===== config.mk =====
export PLATFORM = sky130hd
export DESIGN_NAME = bool_1
export DESIGN_NICKNAME = d
export VERILOG_FILES = /design/src/rtl/bool_pkg.sv /design/src/rtl/bool_1_core.sv /design/src/rtl/bool_1.sv
export SDC_FILE = /design/constraint.sdc
export NUM_CORES = 1
export LEC_CHECK = 0
export ABC_AREA = 0
export BUFFER_PORTS_ARGS = -buffer_cell sky130_fd_sc_hd__buf_2
export CAP_MARGIN = 25
export CORE_MARGIN = 5
export CORE_UTILIZATION = 35
export DETAILED_ROUTE_END_ITERATION = 10
export GPL_TIMING_DRIVEN = 0
export PLACE_DENSITY = 0.6
export SLEW_MARGIN = 20
export SYNTH_ARGS = -nofsm -noshare
export SYNTH_HDL_FRONTEND = slang
export SYNTH_SLANG_ARGS = --single-unit

===== constraint.sdc =====
create_clock -name clk -period 3.9 [get_ports clk]
set_input_delay 0.78 -clock clk [delete_from_list [all_inputs] [get_ports clk]]
set_output_delay 0.78 -clock clk [all_outputs]
set_load 0.02 [all_outputs]

===== src/rtl/bool_pkg.sv =====
// rtl/bool_pkg.sv - shared constants and truth-table helper for the boolean-expression library
package bool_pkg;

  // Operand index ordering is {A,B,C}; bit i of a table is the result for index i.
  typedef logic [2:0] minterm_t;
  typedef logic [7:0] tt3_t;

  // F = A&B | ~B&C
  localparam tt3_t BOOL1_TT = 8'b1110_0010;

  // Look up the result of a three-input table at a given minterm index.
  function automatic logic eval_tt(input tt3_t tt, input minterm_t idx);
    return tt[idx];
  endfunction

endpackage


===== src/rtl/bool_1_core.sv =====
// rtl/bool_1_core.sv - combinational evaluation of expression 1 by table lookup
module bool_1_core
  import bool_pkg::*;
(
  input  logic A,
  input  logic B,
  input  logic C,
  output logic F
);

  minterm_t idx;

  // Form the minterm index and read the result from the shared table.
  always_comb begin
    idx = {A, B, C};
    F   = eval_tt(BOOL1_TT, idx);
  end

endmodule


===== src/rtl/bool_1.sv =====
// rtl/bool_1.sv - expression 1 with combinational result, registered copy and true counter
module bool_1
  import bool_pkg::*;
#(
  parameter int CNT_W = 8
) (
  input  logic             clk,
  input  logic             rst,
  input  logic             A,
  input  logic             B,
  input  logic             C,
  input  logic             in_valid,
  output logic             F,
  output logic             F_q,
  output logic             F_valid,
  output logic [2:0]       minterm_q,
  output logic [CNT_W-1:0] true_cnt
);

  localparam logic [CNT_W-1:0] CNT_ONE = CNT_W'(1);
  localparam logic [CNT_W-1:0] CNT_MAX = '1;

  bool_1_core u_core (
    .A (A),
    .B (B),
    .C (C),
    .F (F)
  );

  // Capture accepted samples and count true results, saturating at all-ones.
  always_ff @(posedge clk) begin
    if (rst) begin
      F_q       <= 1'b0;
      minterm_q <= 3'b000;
      F_valid   <= 1'b0;
      true_cnt  <= '0;
    end else if (in_valid) begin
      F_q       <= F;
      minterm_q <= minterm_t'({A, B, C});
      F_valid   <= 1'b1;
      if (F && (true_cnt != CNT_MAX)) begin
        true_cnt <= true_cnt + CNT_ONE;
      end
    end else begin
      F_valid <= 1'b0;
    end
  end

endmodule


==> Yosys cells after proc, flatten, opt, wreduce, memory -nomap -nowiden <==
Memory sizes are Yosys's and may differ from the RTL's.
Index checks and enable logic that the tools add are counted.
{ "totals": {"n_memories": 1, "ff_bits": 13, "input_bits": 6, "wordCells": 12, "mem_bits_ro": 8} }
{ "op_classes": {"mux": 2, "reduce_logical": 2, "magnitude_cmp": 1, "n_eq_ne": 1, "n_addsub": 1} }
{ "mem_list": {"columns": ["name", "words", "width", "read_ports", "rd_ports_with_merged_regs", "wr", "line_no", "text"], "rows": [
  ["(name not given)", 8, 1, 1, 0, 0, "bool_pkg.sv:13", "return tt[idx];"]
]} }
{ "ops": {"columns": ["cell", "count"], "rows": [
  ["$add A8 B1 Y8 const B", 1],
  ["$ne A8 B8 Y1 const B", 1],
  ["$lt A3 B4 Y1 const B", 1],
  ["$mux W1", 2],
  ["$reduce_and A2 Y1", 1],
  ["$logic_and A1 B1 Y1", 1]
]} }

==> Longest topological paths before layout <==
{ "depth": {"word_depth": 4, "depth_mapped": 6, "mapped_depth_nobuf": 5} }

==> Modules after synthesis <==
From an unflattened synthesis, not the netlist that was laid out.
{ "hier_totals": {"hier_cells": 62, "hier_area_um2": 611.8} }
{ "modules_own_cells": {"columns": ["mod", "area_each_um2", "instances", "cells_each", "seq_area_each_um2"], "rows": [
  ["bool_1", 596.8, 1, 61, 260.2],
  ["bool_1_core", 15.0, 1, 1, 0.0]
]} }

==> Least setup slack after synthesis <==
Ideal clock, no wire load.
{ "synth_path": {"path_kind": "in2out", "startpoint": "input B", "endpoint": "output F", "required_time_ps": 3120, "path_stages": 1, "setup_slack_ps": 2008, "arrival_time_ps": 1112, "n_path_buf": 0, "cell_sequence": "mux2_4"} }
{ "synth_via": {"elab_chain_cells": 2} }
{ "synth_rtl": {"columns": ["element", "line_no", "text"], "rows": [
  ["start: declaration", "bool_1.sv:10", "input logic B,"],
  ["$mem_v2 Z8 W1", null, null],
  ["$mux W1 (not written as such)", "bool_pkg.sv:13", null],
  ["end: declaration", "bool_1.sv:13", "output logic F,"]
]} }
Every way passes these cells. The select of a mux whose other input is x is not followed.

==> Final worst setup path <==
Ends and elaborated chain as after synthesis.

==> summary.md <==
| Metric | Value |
|---|---|
| Fraction of the mapped netlist area in adder cells | 2.17% |
| Vias per std cell | 5.04 |
| Dpl hpwl | 882 µm |
| Sequential area share after synthesis | 45.1% |
| WL/cell | 12.4 µm |
| Hold crit path type | reg2reg |
| Final Setup Violations | 0 |
| Least-Margin Pin Slew | 0.439 ns |
| Core Rows | 14 |
| RSZ-0062 raised after global routing | no |
| Layout cells sized above 1 | 33.8% |
| Max Root-Sink Buffers | 2 |
| TritonCTS clock tree | built |
| Top cells by area, synth | dfxtp_1 45%, mux2i_1 8.7%, a21oi_1 5.2%, buf_6 3.9%, nor2_1 3.9% |
| Synthesized area per cell | 9.94 µm² |
| Leakage power | 0.327 nW |
| Switching Fraction | 25.8% |
| H-tree level count | 1 |
| Slew Limit Fails | 0 |
| CP max FO | 3 |
| Warnings from Yosys | 0 |
| Global-route wire length before repair | 1940 µm |
| Max Fclk | 0.462 GHz |
| Placed Area | 687 µm² |
| DR vias | 484 |
| Io pins | 20 |
| Pin count of the biggest net entering global routing | 11 |
| Area Overhead vs Synth | 23.6% |
| Fin crit share | 55.5% |
| Comb pwr share | 13.2% |
| Max_cap viols | 0 |
| Largest family of logic cells by synthesized area | simple AND/OR/NAND/NOR gates |
| Xor and xnor area share after synthesis | 1.52% |
| Top-area cell type share of the netlist area | 45.1% |
| Final Cell Area | 713 µm² |
| Net Sw Power | 66.6 µW |
| Kind of critical path | in2out |
| Die X | 50.6 µm |
| Setup Skew | 0.000532 ns |
| Root Buffer | clkbuf_4 |
| Total Wirelength | 1190 µm |
| DIE AREA | 2560 µm² |
| Final Critical Period | 2.16 ns |
| Crit. Startpoint | B |
| Clock transition at path regs | 0.08 ns |
| CTS-repair resized insts | 0 |
| Vias in the first global route | 447 |
| # port buffers | 18 |
| CP Launch Type | primary input |
| CTS Buf Count | 3 |
| Critical hold path startpoint | minterm_q[1]$_SDFFE_PP0P_ |
| Post-synth top area cell | dfxtp_1 |
| Fin nets | 88 |
| Hold Fails Final Rpt | 0 |
| Cells after synthesis | 58 |
| R2R Path Start | true_cnt[0]$_SDFFE_PP0P_ |
| Core footprint | 1540 µm² |
| CP required | 3.12 ns |
| Flip-flop and latch count after synthesis | 13 |
| Minimum hold slack | 0.496 ns |
| Distinct cell type count after synthesis | 20 |
| Grt ovf | 0 |
| Router iterations before antenna repair | 2 |
| Critical path endpoint category | primary output |
| Post-synthesis mux area share | 11.3% |
| Cell Area, Synth | 577 µm² |
| Post-CTS Hold Fix Bufs | 0 |
| Synth Area in Compound Gates | 15.4% |
| Status | finished, final reports clean |
| Final total power | 258 µW |
| Synth Area in Simple Gates | 19.3% |
| Most frequent cell on the critical path | buf_2 |
| Worst EP arrival | 1.38 ns |
| WP buf/inv | 2 |
| Util after Layout | 46.3% |
| Drc violations | 0 |
| Initial drt markers | 1 |
| Share of power burned in registers | 54.4% |
| GRT Overall Usage | 9.82% |
| Diode count | 0 |
| Sum of negative setup slack | 0 ns |
| Net Count, Synth | 65 |
| Cell internal pwr | 191 µW |
| Slew margin rel. | 70.8% |
| Clock Sinks | 13 |
| Power density over cell area | 361 nW/µm² |
| Clk Latency, worst-skew pair | 0.27 ns |
| Initial antenna violation count | 0 |
| Initial Util | 37.4% |
| Slowest stage cell, crit path | mux2_4 |
| Setup bufs post-CTS | 0 |
| Critical path, cell by cell | buf_2, mux2_4, buf_2 |
| Power share of the clock group | 32.5% |
| Antenna Violating Nets Remaining | 0 |
| Gpl congestion | 0.695 |
| Maximum vdd drop | 224 µV |
| Die Y-Extent | 50.6 µm |
| Crit-path max cell delay | 0.32 ns |
| CP top delay family | multiplexers |
==> power groups by stage <==
stage	registers, mW	clock network, mW	logic (mW)
global placement	0.143	0	0.0343
detailed placement	0.143	0	0.0344
finish	0.140	0.0837	0.0339
CTS	0.140	0.0870	0.0345
floorplan	0.149	0	0.0176
global route	0.141	0.0957	0.0374
==> cell type report <==
cell class	instances	area [µm²]
tap	16	20.0
timing repair buffer	18	90.1
sequential	13	260
fill	171	828
buffer	3	26.3
multi-input combinational	41	287
clock buffer	4	26.3
inverter	1	3.75
==> per-stage QoR <==
step                      setup slack (ns)  cells
final                                 1.74     96
after global routing                  1.72     96
after CTS                             1.74     96
after detailed placement              1.74     92
after global placement                1.74     92
after floorplan                       2.01     58
==> flip-flops by register name (all words and copies together) (netlist names) <==
signal,flops
minterm_q,3
F_q,1
true_cnt,8
F_valid,1
==> cells in the mapped netlist <==
cell type  number
dfxtp_1        13
a21oi_1         6
nor2_1          6
mux2i_1         5
nand3_1         4
o21ai_0         3
o31ai_1         3
or4_1           3
buf_6           2
nand2_1         2
or3_1           2
clkbuf_1        1
ha_1            1
inv_1           1
mux2_4          1
nand4_2         1
nor2b_1         1
o211ai_4        1
or3_2           1
xor2_1          1
==> placed cells by master, fill, tap and decap left out, drive strengths merged, types with 2 or more instances in the layout <==
cell type,count
mux2i,5
dfxtp,13
or4,3
nand3,4
o21ai,3
clkbuf,5
or3,3
nand2,2
o31ai,3
a21oi,6
buf,20
nor2,6
==> routing by layer <==
layer	vias up	global-route usage, %	routed length (µm)
li1	257	-	-
met2	10	15.1	555
met5	-	0	0
met4	0	7.66	31
met1	213	11.2	548
met3	4	2.96	50
==> worst paths after layout <==
path | slack [ns] | depth (start not counted) | endpoint
worst min register to register | 0.50 | 2 | minterm_q[1]$_SDFFE_PP0P_
worst max register to register | 2.36 | 5 | true_cnt[7]$_SDFFE_PP0P_
worst max-delay path | 1.74 | 3 | F
worst min-delay path | 0.50 | 2 | minterm_q[1]$_SDFFE_PP0P_
==> logic make-up (layout without fill, tap and decap cells) <==
| kind of cell | Yosys count | in the layout |
|---|---|---|
| AND/OR/NAND/NOR | 20 | 20 |
| AO/OA/AOI/OAI | 13 | 13 |
| flip-flops | 13 | 13 |
| multiplexers | 6 | 6 |
| buffers and inverters | 4 | 26 |
| adder cells (fa/ha/maj) | 1 | 1 |
| XOR/XNOR | 1 | 1 |
==> worst register-to-register path, stage by stage (launching register included) <==
cell and delay, ns:
dfxtp_1 0.35, ha_1 0.25, nand3_1 0.14, o211ai_4 0.10, or4_1 0.47, a21oi_1 0.15
Power figures use the tool's default switching activity.
